<file path="src/rtl/systolic_feeder.sv">
// rtl/systolic_feeder.sv - operand buffer and skewed/broadcast stream feeder for an NxN systolic array
//
// Loads matrix A row-by-row and matrix B column-by-column over a valid/ready
// port, then replays them as per-row a-streams and per-column b-streams.
// With SKEW=1, lane k is delayed by k cycles for registered-hop arrays. With
// SKEW=0, all lanes are aligned for pass-through arrays. o_done pulses once the
// last product has reached the bottom-right PE.
//
// Parameters:
//   N     array dimension (2..16)
//   SKEW  1 = lane k delayed by k cycles, 0 = lanes aligned
//
// Ports:
//   i_clk     clock
//   i_arst    asynchronous active-high reset
//   i_valid   load beat valid
//   o_ready   load beat accepted when i_valid && o_ready at the clock edge
//   i_a_row   row k of A, element m in bits [8m+7:8m]
//   i_b_col   column k of B, element m in bits [8m+7:8m]
//   o_a       a-operand for array row i, in lane i
//   o_b       b-operand for array column j, in lane j
//   o_feed    high during FEED
//   o_busy    high during FEED or DRAIN
//   o_done    single-cycle completion pulse
//
// Optional feature macro: SYSTOLIC_FEEDER_DBUF_EN
//   Adds a second buffer bank so the next job can load while the current one
//   feeds.

module systolic_feeder #(
    parameter int N    = 4,
    parameter int SKEW = 1
) (
    input  logic           i_clk,
    input  logic           i_arst,
    input  logic           i_valid,
    output logic           o_ready,
    input  logic [8*N-1:0] i_a_row,
    input  logic [8*N-1:0] i_b_col,
    output logic [8*N-1:0] o_a,
    output logic [8*N-1:0] o_b,
    output logic           o_feed,
    output logic           o_busy,
    output logic           o_done
);
    localparam int L    = (SKEW != 0) ? 2*N-1 : N;
    localparam int D    = (SKEW != 0) ? 2*(N-1) : 0;
    localparam int MAXC = (L > D) ? ((L > N) ? L : N) : ((D > N) ? D : N);
    localparam int CW   = $clog2(MAXC+1);

    localparam logic [CW-1:0] BEAT_LAST  = CW'(N-1);
    localparam logic [CW-1:0] FEED_LAST  = CW'(L-1);
    localparam logic [CW-1:0] DRAIN_LAST = CW'(D-1);

`ifdef SYSTOLIC_FEEDER_DBUF_EN
    localparam int NB = 2;
    localparam logic [CW-1:0] BEAT_FULL = CW'(N);
`else
    localparam int NB = 1;
`endif

    typedef enum logic [1:0] {S_LOAD, S_FEED, S_DRAIN, S_DONE} state_t;

    // a_mem[bank][k] holds row k of A; b_mem[bank][k] holds column k of B.
    logic [8*N-1:0] a_mem [NB][N];
    logic [8*N-1:0] b_mem [NB][N];

    state_t        state, state_n;
    logic [CW-1:0] beat_cnt, beat_n;
    logic [CW-1:0] t_cnt, t_n;
    logic [CW-1:0] d_cnt, d_n;
    logic          act_bank, bank_n;   // bank being fed (and filled while in LOAD)
    logic          wr_bank;
    logic          accept;
    logic          wr_hit;
    logic          ready_n;
    logic [8*N-1:0] a_n, b_n;
    logic [8*N-1:0] a_row, b_row;

    assign accept = i_valid && o_ready;

`ifdef SYSTOLIC_FEEDER_DBUF_EN
    // Outside LOAD, beats go to the shadow bank.
    assign wr_bank = (state == S_LOAD) ? act_bank : ~act_bank;
`else
    assign wr_bank = 1'b0;
`endif

    always_comb begin
        state_n = state;
        beat_n  = beat_cnt;
        t_n     = t_cnt;
        d_n     = d_cnt;
        bank_n  = act_bank;
        if (accept) begin
            beat_n = beat_cnt + 1'b1;
        end
        case (state)
            S_LOAD: begin
                if (accept && beat_cnt == BEAT_LAST) begin
                    state_n = S_FEED;
                    beat_n  = '0;
                    t_n     = '0;
                end
            end
            S_FEED: begin
                if (t_cnt == FEED_LAST) begin
                    if (D > 0) begin
                        state_n = S_DRAIN;
                        d_n     = '0;
                    end else begin
                        state_n = S_DONE;
                    end
                end else begin
                    t_n = t_cnt + 1'b1;
                end
            end
            S_DRAIN: begin
                if (d_cnt == DRAIN_LAST) begin
                    state_n = S_DONE;
                end else begin
                    d_n = d_cnt + 1'b1;
                end
            end
            S_DONE: begin
`ifdef SYSTOLIC_FEEDER_DBUF_EN
                bank_n = ~act_bank;
                if (beat_n == BEAT_FULL) begin
                    state_n = S_FEED;
                    beat_n  = '0;
                    t_n     = '0;
                end else begin
                    state_n = S_LOAD;
                end
`else
                state_n = S_LOAD;
                beat_n  = '0;
`endif
            end
            default: state_n = S_LOAD;
        endcase
    end

`ifdef SYSTOLIC_FEEDER_DBUF_EN
    assign ready_n = (beat_n != BEAT_FULL);
`else
    assign ready_n = (state_n == S_LOAD);
`endif

    // A beat written on this edge into the bank fed next cycle must be seen
    // by the first feed cycle, so its data is forwarded around the buffer.
    assign wr_hit = accept && (wr_bank == bank_n);

    always_comb begin
        a_n   = '0;
        b_n   = '0;
        a_row = '0;
        b_row = '0;
        for (int i = 0; i < N; i++) begin
            a_row = a_mem[bank_n][i];
            b_row = b_mem[bank_n][i];
            if (wr_hit && beat_cnt == CW'(i)) begin
                a_row = i_a_row;
                b_row = i_b_col;
            end
            if (state_n == S_FEED) begin
                for (int m = 0; m < N; m++) begin
                    if (int'(t_n) - i*SKEW == m) begin
                        a_n[8*i +: 8] = a_row[8*m +: 8];
                        b_n[8*i +: 8] = b_row[8*m +: 8];
                    end
                end
            end
        end
    end

    always_ff @(posedge i_clk or posedge i_arst) begin
        if (i_arst) begin
            state    <= S_LOAD;
            beat_cnt <= '0;
            t_cnt    <= '0;
            d_cnt    <= '0;
            act_bank <= 1'b0;
            o_ready  <= 1'b0;
            o_a      <= '0;
            o_b      <= '0;
            o_feed   <= 1'b0;
            o_busy   <= 1'b0;
            o_done   <= 1'b0;
            for (int bk = 0; bk < NB; bk++) begin
                for (int k = 0; k < N; k++) begin
                    a_mem[bk][k] <= '0;
                    b_mem[bk][k] <= '0;
                end
            end
        end else begin
            state    <= state_n;
            beat_cnt <= beat_n;
            t_cnt    <= t_n;
            d_cnt    <= d_n;
            act_bank <= bank_n;
            o_ready  <= ready_n;
            o_a      <= a_n;
            o_b      <= b_n;
            o_feed   <= (state_n == S_FEED);
            o_busy   <= (state_n == S_FEED) || (state_n == S_DRAIN);
            o_done   <= (state_n == S_DONE);
            if (accept) begin
                for (int k = 0; k < N; k++) begin
                    if (beat_cnt == CW'(k)) begin
                        a_mem[wr_bank][k] <= i_a_row;
                        b_mem[wr_bank][k] <= i_b_col;
                    end
                end
            end
        end
    end

endmodule

</file>
<file path="config.mk">
export PLATFORM = sky130hd
export DESIGN_NAME = systolic_feeder
export DESIGN_NICKNAME = d
export VERILOG_FILES = /design/src/rtl/systolic_feeder.sv
export SDC_FILE = /design/constraint.sdc
export NUM_CORES = 1
export LEC_CHECK = 0
export ABC_AREA = 1
export BUFFER_PORTS_ARGS = -buffer_cell sky130_fd_sc_hd__buf_2
export CAP_MARGIN = 20
export CORE_ASPECT_RATIO = 0.9
export CORE_MARGIN = 5
export CORE_UTILIZATION = 60
export DETAILED_ROUTE_END_ITERATION = 6
export PLACE_DENSITY = 0.87
export SLEW_MARGIN = 10
export SYNTH_ARGS = -nofsm -noshare
export SYNTH_HDL_FRONTEND = slang
export SYNTH_SLANG_ARGS = --single-unit
</file>
<file path="constraint.sdc">
create_clock -name i_clk -period 15.78 [get_ports i_clk]
set_clock_uncertainty 0.05 [all_clocks]
set_input_delay 0.789 -clock i_clk [delete_from_list [all_inputs] [get_ports i_clk]]
set_output_delay 0.789 -clock i_clk [all_outputs]
set_load 0.02 [all_outputs]
</file>
======== Word-level counts from Yosys, hierarchy flattened ========
Cells that the tools add are included.
cells by class
  equality and inequality tests ........... 25
  $add $sub $neg .......................... 6
  reductions and logical operators ........ 15
  muxes and demuxes ....................... 69
operator list
  kind                                                                    count
  32-bit two-way mux                                                      10
  8-bit two-way mux                                                       40
  128-bit two-way mux                                                     2
  96-bit two-way mux                                                      2
  32-bit logical NOT                                                      4
  64-bit two-way mux                                                      2
  4-bit by 3-bit equality test with 1-bit output (second input constant)  6
  3-bit two-way mux                                                       6
  3-bit case mux with 2 select lines                                      3
  3-bit equality test (second input constant)                             4
  4-bit by 2-bit equality test with 1-bit output (second input constant)  3
  3-bit by 1-bit adder with 3-bit output (second input constant)          3
  3-bit by 2-bit equality test with 1-bit output (second input constant)  3
  2-bit equality test (second input constant)                             4
  2-bit case mux with 4 select lines                                      1
  3-bit by 2-bit subtractor with 4-bit output (second input constant)     2
  2-bit two-way mux                                                       3
  1-bit logical AND                                                       5
  2-bit by 1-bit equality test with 1-bit output (second input constant)  2
  2-bit logical NOT                                                       2
  2-bit != test (second input constant)                                   2
  3-bit by 1-bit subtractor with 4-bit output (second input constant)     1
  3-bit by 1-bit equality test with 1-bit output (second input constant)  1
  3-bit logical NOT                                                       1
  other kinds (3)                                                         3
storage, ports and cells
  register bits after elaboration ......... 335
  word-level logic and storage cells ...... 133
  input port bits ......................... 67

======== Longest topological paths before layout ========
Gate-level depths: netlist of the first run.
  depth in word-level cells ............... 11
  gate-level depth with buffers ........... 20
  depth with buffers taken out ............ 18

======== Worst setup path before layout of the first run ========
Ideal clock, no wire load.
  kind .................................... input -> register
  start point ............................. in i_valid
  end point ............................... reg o_a[16]
  library setup time ...................... 0.082 ns
  data required time ...................... 15.648 ns
  cell stages on the path ................. 12
  buffers on the path ..................... 2
  path slack .............................. 12.849 ns
  arrival time ............................ 2.799 ns
  cell sequence ........................... nand3_2 -> nand2_2 -> nand2_1 -> nand2_1 -> nand2_4 -> inv_4 -> clkbuf_1 -> ha_1 -> nor2_1 -> clkbuf_1 -> nand3_1 -> a31oi_1
on the way
  word-level cells in the longest chain between the ends .. 11
  elaborated cells on any way between the ends .. 19
ends and longest elaborated chain
  what                                             RTL line  RTL
  start, declared                                  36        input logic i_valid,
  1-bit logical AND (*)                            80        assign accept = i_valid && o_ready;
  1-bit logical AND (*)                            100       if (accept && beat_cnt == BEAT_LAST) begin
  3-bit two-way mux (*)                            100
  3-bit case mux with 2 select lines (*)           98        case (state)
  via t_n[2]                                       70        logic [CW-1:0] t_cnt, t_n;
  3-bit by 2-bit subtractor with 4-bit output (*)  168       if (int'(t_n) - i*SKEW == m) begin
  32-bit logical NOT                               168
  8-bit two-way mux (3 in a row)                   168
  8-bit two-way mux (*)                            168
  8-bit two-way mux (*)                            166       if (state_n == S_FEED) begin
  via a_n[16]                                      77        logic [8*N-1:0] a_n, b_n;
  end signal, assigned                             203       o_a <= a_n;
  end, declared                                    40        output logic [8*N-1:0] o_a,
Mark *: on every way through the listed nets, which the timed path passes. The rest lies on a longest branch.
A chain may end at the register's enable or synchronous reset.

======== Worst setup path after layout of the first run ========
  start point ............................. reg beat_cnt[0]
  end point ............................... reg o_a[30]
on the way
  word-level cells in the longest chain between the ends .. 11
  elaborated cells on any way between the ends .. 18
ends and longest elaborated chain
  what                                                RTL line  RTL
  start, declared                                     69        logic [CW-1:0] beat_cnt, beat_n;
  start signal, assigned                              198       beat_cnt <= beat_n;
  3-bit by 2-bit equality test with 1-bit output (*)  100, 162
  1-bit logical AND (*)                               100, 162
  3-bit two-way mux                                   100
  3-bit case mux with 2 select lines                  98
  3-bit by 2-bit subtractor with 4-bit output         168
  32-bit logical NOT                                  168
  8-bit two-way mux (4 in a row)                      168
  8-bit two-way mux (*)                               166
  via a_n[30]                                         77
Marks and branches as above.

==> results of run 1 <==
-- metrics by stage --
stage / utilization [%] / instances / hold slack (ns) / area, um2 / setup WS, ns
6_report: 69.8 / 2029 / 0.238 / 16400 / 11.25
3_3_place_gp: 64.2 / 1964 / 0.394 / 15100 / 11.46
2_1_floorplan: - / 1619 / 0.384 / 14300 / 5.66
3_5_place_dp: 64.2 / 1964 / 0.409 / 15100 / 11.32
4_1_cts: 69.3 / 2023 / 0.420 / 16300 / 11.35
5_1_grt: 69.7 / 2027 / 0.287 / 16400 / 10.94
-- logic make-up (layout without fill, tap and decap cells) --
group / after synthesis / after routing
buf+inv: 246 / 352
flops: 335 / 335
xor+xnor: 2 / 2
simple gates: 627 / 627
other cells: 0 / 2
compound gates: 391 / 391
fa+ha+maj: 18 / 18
-- cell type report --
class	instances	area [um2]
Antenna cell	2	5.00
Clock buffer	47	1030
Clock inverter	12	168
Fill cell	1653	7100
Inverter	148	566
Multi-Input combinational cell	1038	5010
Sequential cell	335	8380
Tap cell	302	378
Timing Repair Buffer	145	833
-- per-layer routing --
| layer | vias to the layer above | GRT usage (%) |
|---|---|---|
| met5 | - | 0 |
| met1 | 5956 | 43.4 |
| met4 | 0 | 20.6 |
| met3 | 163 | 7.10 |
| met2 | 839 | 47.8 |
| li1 | 5426 | - |
-- registers in the layout, summed over array words and instances (netlist names) --
register  cells
o_a          32
b_mem       128
o_done        1
t_cnt         3
state         2
beat_cnt      3
a_mem       128
o_busy        1
o_feed        1
o_ready       1
o_b          32
d_cnt         3
-- where the power goes --
part | total [uW] | switching, uW | internal, uW
combinational | 1910 | 1410 | 496
clock | 865 | 342 | 524
sequential | 1340 | 118 | 1220
-- critical path, delay by kind of cell, from the launching register on --
kind,cells,cell delay (ns)
DFF,1,0.42
and+or+nand+nor,6,1.71
adders and majority gates,3,0.62
AOI/OAI and AO/OA,1,0.42
buffers and inverters,3,1.14
-- placed cells by master (no fill, tap or decap), types with 4 or more instances in the layout --
| cell type | Yosys | layout |
|---|---|---|
| bufinv_16 | 0 | 4 |
| clkinv_2 | 0 | 6 |
| nand3_1 | 85 | 82 |
| nand3_4 | 1 | 4 |
| clkbuf_8 | 0 | 7 |
| nand4_1 | 17 | 17 |
| a21oi_1 | 40 | 40 |
| o21ai_0 | 285 | 285 |
| buf_2 | 25 | 134 |
| inv_2 | 5 | 5 |
| clkbuf_16 | 0 | 37 |
| dfrtp_1 | 335 | 335 |
| nand2_1 | 414 | 414 |
| nand3_2 | 4 | 4 |
| o22ai_1 | 16 | 16 |
| inv_1 | 140 | 139 |
| o21ai_1 | 12 | 12 |
| nand2_4 | 6 | 6 |
| nor2_4 | 4 | 4 |
| nor2_1 | 85 | 85 |
| ha_1 | 18 | 18 |
| a31oi_1 | 18 | 18 |
| buf_4 | 4 | 6 |
| o211ai_1 | 16 | 16 |
-- worst paths after layout --
| check | start | to | cells after the start |
|---|---|---|---|
| max reg2reg | beat_cnt[0] | o_a[30] | 13 |
| min in group i_clk | b_mem[94] | b_mem[94] | 2 |
| max in group asynchronous | i_arst | a_mem[65] | 3 |
| max | beat_cnt[0] | o_a[30] | 13 |
| min | i_arst | o_b[20] | 2 |
| min reg2reg | b_mem[94] | b_mem[94] | 2 |
==> impl_metrics.tcl, run 1 <==
set metrics [dict create \
    ys.flop_type "dfrtp_1" \
    worst_slew_pin_slew_ns 1.07 \
    yosysTopAreaCellShare_pct 58.5 \
    dr.pass1.iters 6 \
    die_w_um 173 \
    grt_pass1_wl_mm 67.2 \
    io_pins 135 \
    grt_max_degree 189 \
    synth_top_family_by_area "simple AND/OR/NAND/NOR gates" \
    synth_edf_count 0 \
    async_reset_ff_share_pct 100 \
    ys_seq_area_share_pct 58.5 \
    cts_sinks 335 \
    syn2layout_area_growth_pct 14.2 \
    wl_met1_mm 16.3 \
    grt_setup_unrepaired "false" \
    track_usage_pct 32.1 \
    routedWlPerCell_um 21.6 \
    layout.nets 1787 \
    grt_pass1_vias 11900 \
    dieArea_um2 27100 \
    dieHeight_um 157 \
    synth_mux_area_share_pct 0 \
    crit_slowest_cell "buf_4" \
    critPathMaxStageDelay_ns 0.66 \
    routed.top_layer "met4" \
    slew_headroom_pct 28.3 \
    start_util_pct 61.1 \
    outcome "finished, final reports clean" \
    cts_hold_buf 0 \
    ys_seq_elements 335 \
    layout-drive-gt1-share_pct 13.6 \
    worst_setup_path_start_kind "flip-flop" \
    numCtsBuffers 34 \
    yosys_warnings 0 \
    port_buffers 134 \
    netlist_area_um2 14300 \
    antenna_found_initial 1 \
    setup_viol 0 \
    arrival_ns 4.88 \
    cp_cell_sequence "ha_1, ha_1, nand3_2, buf_4, nand3_2, nand3_4, nand2_4, inv_1, ha_1, clkinv_1, nand3_2, o21ai_0, nor2_1" \
    hold_class "input pin to async pin" \
    drv_cap 0 \
    yosys-top-cells-area "dfrtp_1 (58%), nand2_1 (11%), o21ai_0 (9.9%)" \
    rrSetupSlack_ns 11.25 \
    finalSetupTns_ns 0 \
    core_area_um2 23500 \
    synth_cell_types 38 \
    clk_latency_ns 0.53 \
    synth-adder-area-share_pct 1.57 \
    post_cts_buffers 0 \
    drc 0 \
    avgSynthCellArea_um2 8.86 \
    vias 12400 \
    syn-num-nets 1704 \
    synth.most_common_cell "nand2_1" \
    rows 53 \
    required_ns 16.13 \
    dr_wl_met2_mm 19.2 \
    overflow 0 \
    dp_hpwl_mm 28.3 \
    routed_wl_mm 43.9 \
    powerDensity_nw_per_um2 251 \
    synth_area_leader_cell "dfrtp_1" \
    period_share_pct 28.7 \
    worstSetupEndpointType "flip-flop" \
    synth_simple_gate_area_share_pct 18.7 \
    met3_length_mm 5.37 \
    synthXorXnorAreaFrac_pct 0.122 \
    place_congestion 0.950 \
    total_leakage_power_uw 0.00863 \
    drv_slew 0 \
    syn_inst 1619 \
    cts_htree_levels 2 \
    ant_nets 0 \
    period_minus_slack_ns 4.53 \
    ir_worst_vdd_mv 0.170 \
    cts_resized 0 \
    dr.first_iter.drc_count 2119 \
    max_freq_ghz 0.221 \
    timing_hold_violations_final 0 \
    cts_tree "yes" \
    critPathKind "flip-flop to flip-flop" \
    cts_root_buf "clkbuf_16" \
    path_clk_slew_ns 0.06 \
    via_per_inst 6.10 \
    worst-path-max-fanout 101 \
    yosys-top-cells-count "nand2_1 (414), dfrtp_1 (335), o21ai_0 (285)" \
    synth_compound_area_share_pct 14.3 \
    power_uw 4110 \
    cts.path.max_buffers 3 \
]
Power figures use the tool's default switching activity.
==> run 2: changes to the inputs <==
- CORE_UTILIZATION: 60 -> 59
- PLACE_DENSITY: 0.87 -> 0.85
- clock period: 15.78 -> 4.75 ns (I/O delays scaled with it)
==> impl_metrics.tcl, run 2 (synthesized netlist as in run 1, its figures left out) <==
set metrics [dict create \
    outcome "finished, final reports clean" \
    layout_setup_ws_ns 0.902 \
    required_ns 5.10 \
    grt_pass1_wl_mm 66.3 \
    top_regs "a_mem (128), b_mem (128)" \
    dieArea_um2 27500 \
    powerDensity_nw_per_um2 829 \
    routedWlPerCell_um 21.3 \
    place_congestion 0.936 \
    overflow 0 \
    path_clk_slew_ns 0.06 \
    via_per_inst 6.03 \
    clk_latency_ns 0.51 \
    rows 54 \
    reg2reg_depth 14 \
    core_area_um2 24100 \
    slew_headroom_pct 25.0 \
    total_leakage_power_uw 0.00859 \
    vias 12300 \
    worstReg2RegEnd "o_b[28]" \
    die_w_um 174 \
    num_antenna_cells 0 \
    worst_slew_pin_slew_ns 1.13 \
    layout-drive-gt1-share_pct 13.7 \
    timing_hold_violations_final 0 \
    period_share_pct 81.0 \
    dr.pass1.iters 6 \
    grt_pass1_vias 11800 \
    antenna_found_initial 2 \
    numCtsBuffers 35 \
    cts_tree "yes" \
    port_buffers 134 \
    worst_setup_path_start_kind "flip-flop" \
    period_minus_slack_ns 3.85 \
    routed_wl_mm 43.5 \
    hold_class "input pin to flip-flop" \
    reg2reg_from "beat_cnt[2]" \
    critPathLaunch "beat_cnt[2]" \
    ir_worst_vdd_mv 0.554 \
    track_usage_pct 31.3 \
    drv_slew 0 \
    setup_viol 0 \
    arrival_ns 4.20 \
    critPathKind "flip-flop to flip-flop" \
    dp_hpwl_mm 28.6 \
    max_freq_ghz 0.260 \
    grt_max_degree 178 \
    ant_nets 0 \
    cts_root_buf "clkbuf_16" \
    mostFrequentLayoutCells "nand2_1 (414), dfrtp_1 (335), o21ai_0 (285)" \
    worst-path-max-fanout 39 \
    rrSetupSlack_ns 0.90 \
    hold_ws_ns 0.0988 \
    syn2layout_area_growth_pct 13.7 \
    layout_commonest_cell "nand2_1" \
    dr.first_iter.drc_count 2122 \
    start_util_pct 59.4 \
    worstSetupEndpointType "flip-flop" \
    preCtsSetupSlack_ns 1.06 \
    dieHeight_um 158 \
    endpoint "o_b[28]" \
    cts_htree_levels 2 \
    drv_cap 0 \
    cts_sinks 335 \
    power_uw 13500 \
    drc 0 \
    cts.path.max_buffers 3 \
    io_pins 135 \
    layout.nets 1791 \
    grt_setup_unrepaired "false" \
    cts_resized 0 \
]
[run 2: changes by cell type in the layout (fill, tap and decap cells not counted), moves of 3 or more]
| cell | before | now |
|---|---|---|
| buf_4 | 6 | 10 |
| bufinv_16 | 4 | 1 |
| clkbuf_1 | 3 | 6 |
| clkinvlp_4 | 0 | 3 |
[run 2: report_power, final]
group	switching [uW]	internal, uW
Sequential	381	4040
Clock	1140	1580
Combinational	4710	1650
Total	6230	7270
[run 2: metrics by stage]
stage	setup TNS, ns	std cells	instance area, um2	utilization (%)
after floorplan	-4.72	1619	14300	-
after global placement	0	1974	15100	62.6
after detailed placement	0	1974	15100	62.6
after CTS	0	2037	16300	67.4
after global routing	0	2039	16300	67.6
final	0	2039	16300	67.6
[run 2: routing by layer]
| layer | up-vias | share of wire, % | wire [um] | global-route usage (%) |
|---|---|---|---|---|
| met4 | 0 | 5.7 | 2470 | 16.0 |
| met3 | 162 | 12 | 5160 | 8.48 |
| met1 | 5841 | 39 | 16700 | 43.2 |
| met2 | 860 | 44 | 19100 | 46.2 |
| li1 | 5425 | - | - | - |
| met5 | - | 0 | 0 | 0 |
[run 2: critical path, stage by stage (launching register included)]
cell      delay (ns)
dfrtp_1         0.38
inv_1           0.24
ha_1            0.23
nand3_2         0.15
nand2_2         0.17
nand2_1         0.07
nand2_1         0.10
nand2_4         0.12
inv_4           0.39
ha_1            0.23
clkinv_1        0.54
nand3_2         0.71
nand2_1         0.12
nor2_1          0.16
nor2_1          0.05
[run 2: how the worst min path moves through the flow]
stage / end / from / cells past startpoint / slack (ns)
floorplan: a_mem[95] / a_mem[95] / 2 / 0.38
global placement: b_mem[38] / i_arst / 2 / 0.17
detailed placement: b_mem[38] / i_arst / 2 / 0.17
CTS: beat_cnt[1] / i_valid / 3 / 0.08
global route: a_mem[66] / i_a_row[2] / 3 / 0.10
finish: beat_cnt[1] / i_valid / 3 / 0.1
[run 2: repair_timing]
action / 4_1_cts / 5_1_grt
hold endpoints to repair: 10 / 0
setup buffers: 0 / 0
hold buffers: 1 / 0
[run 2: layout make-up]
type | count | area (um2)
Fill cell | 1793 | 7820
Clock inverter | 13 | 105
Sequential cell | 335 | 8380
Inverter | 148 | 562
Tap cell | 308 | 385
Clock buffer | 49 | 1030
Multi-Input combinational cell | 1038 | 5010
Timing Repair Buffer | 148 | 818
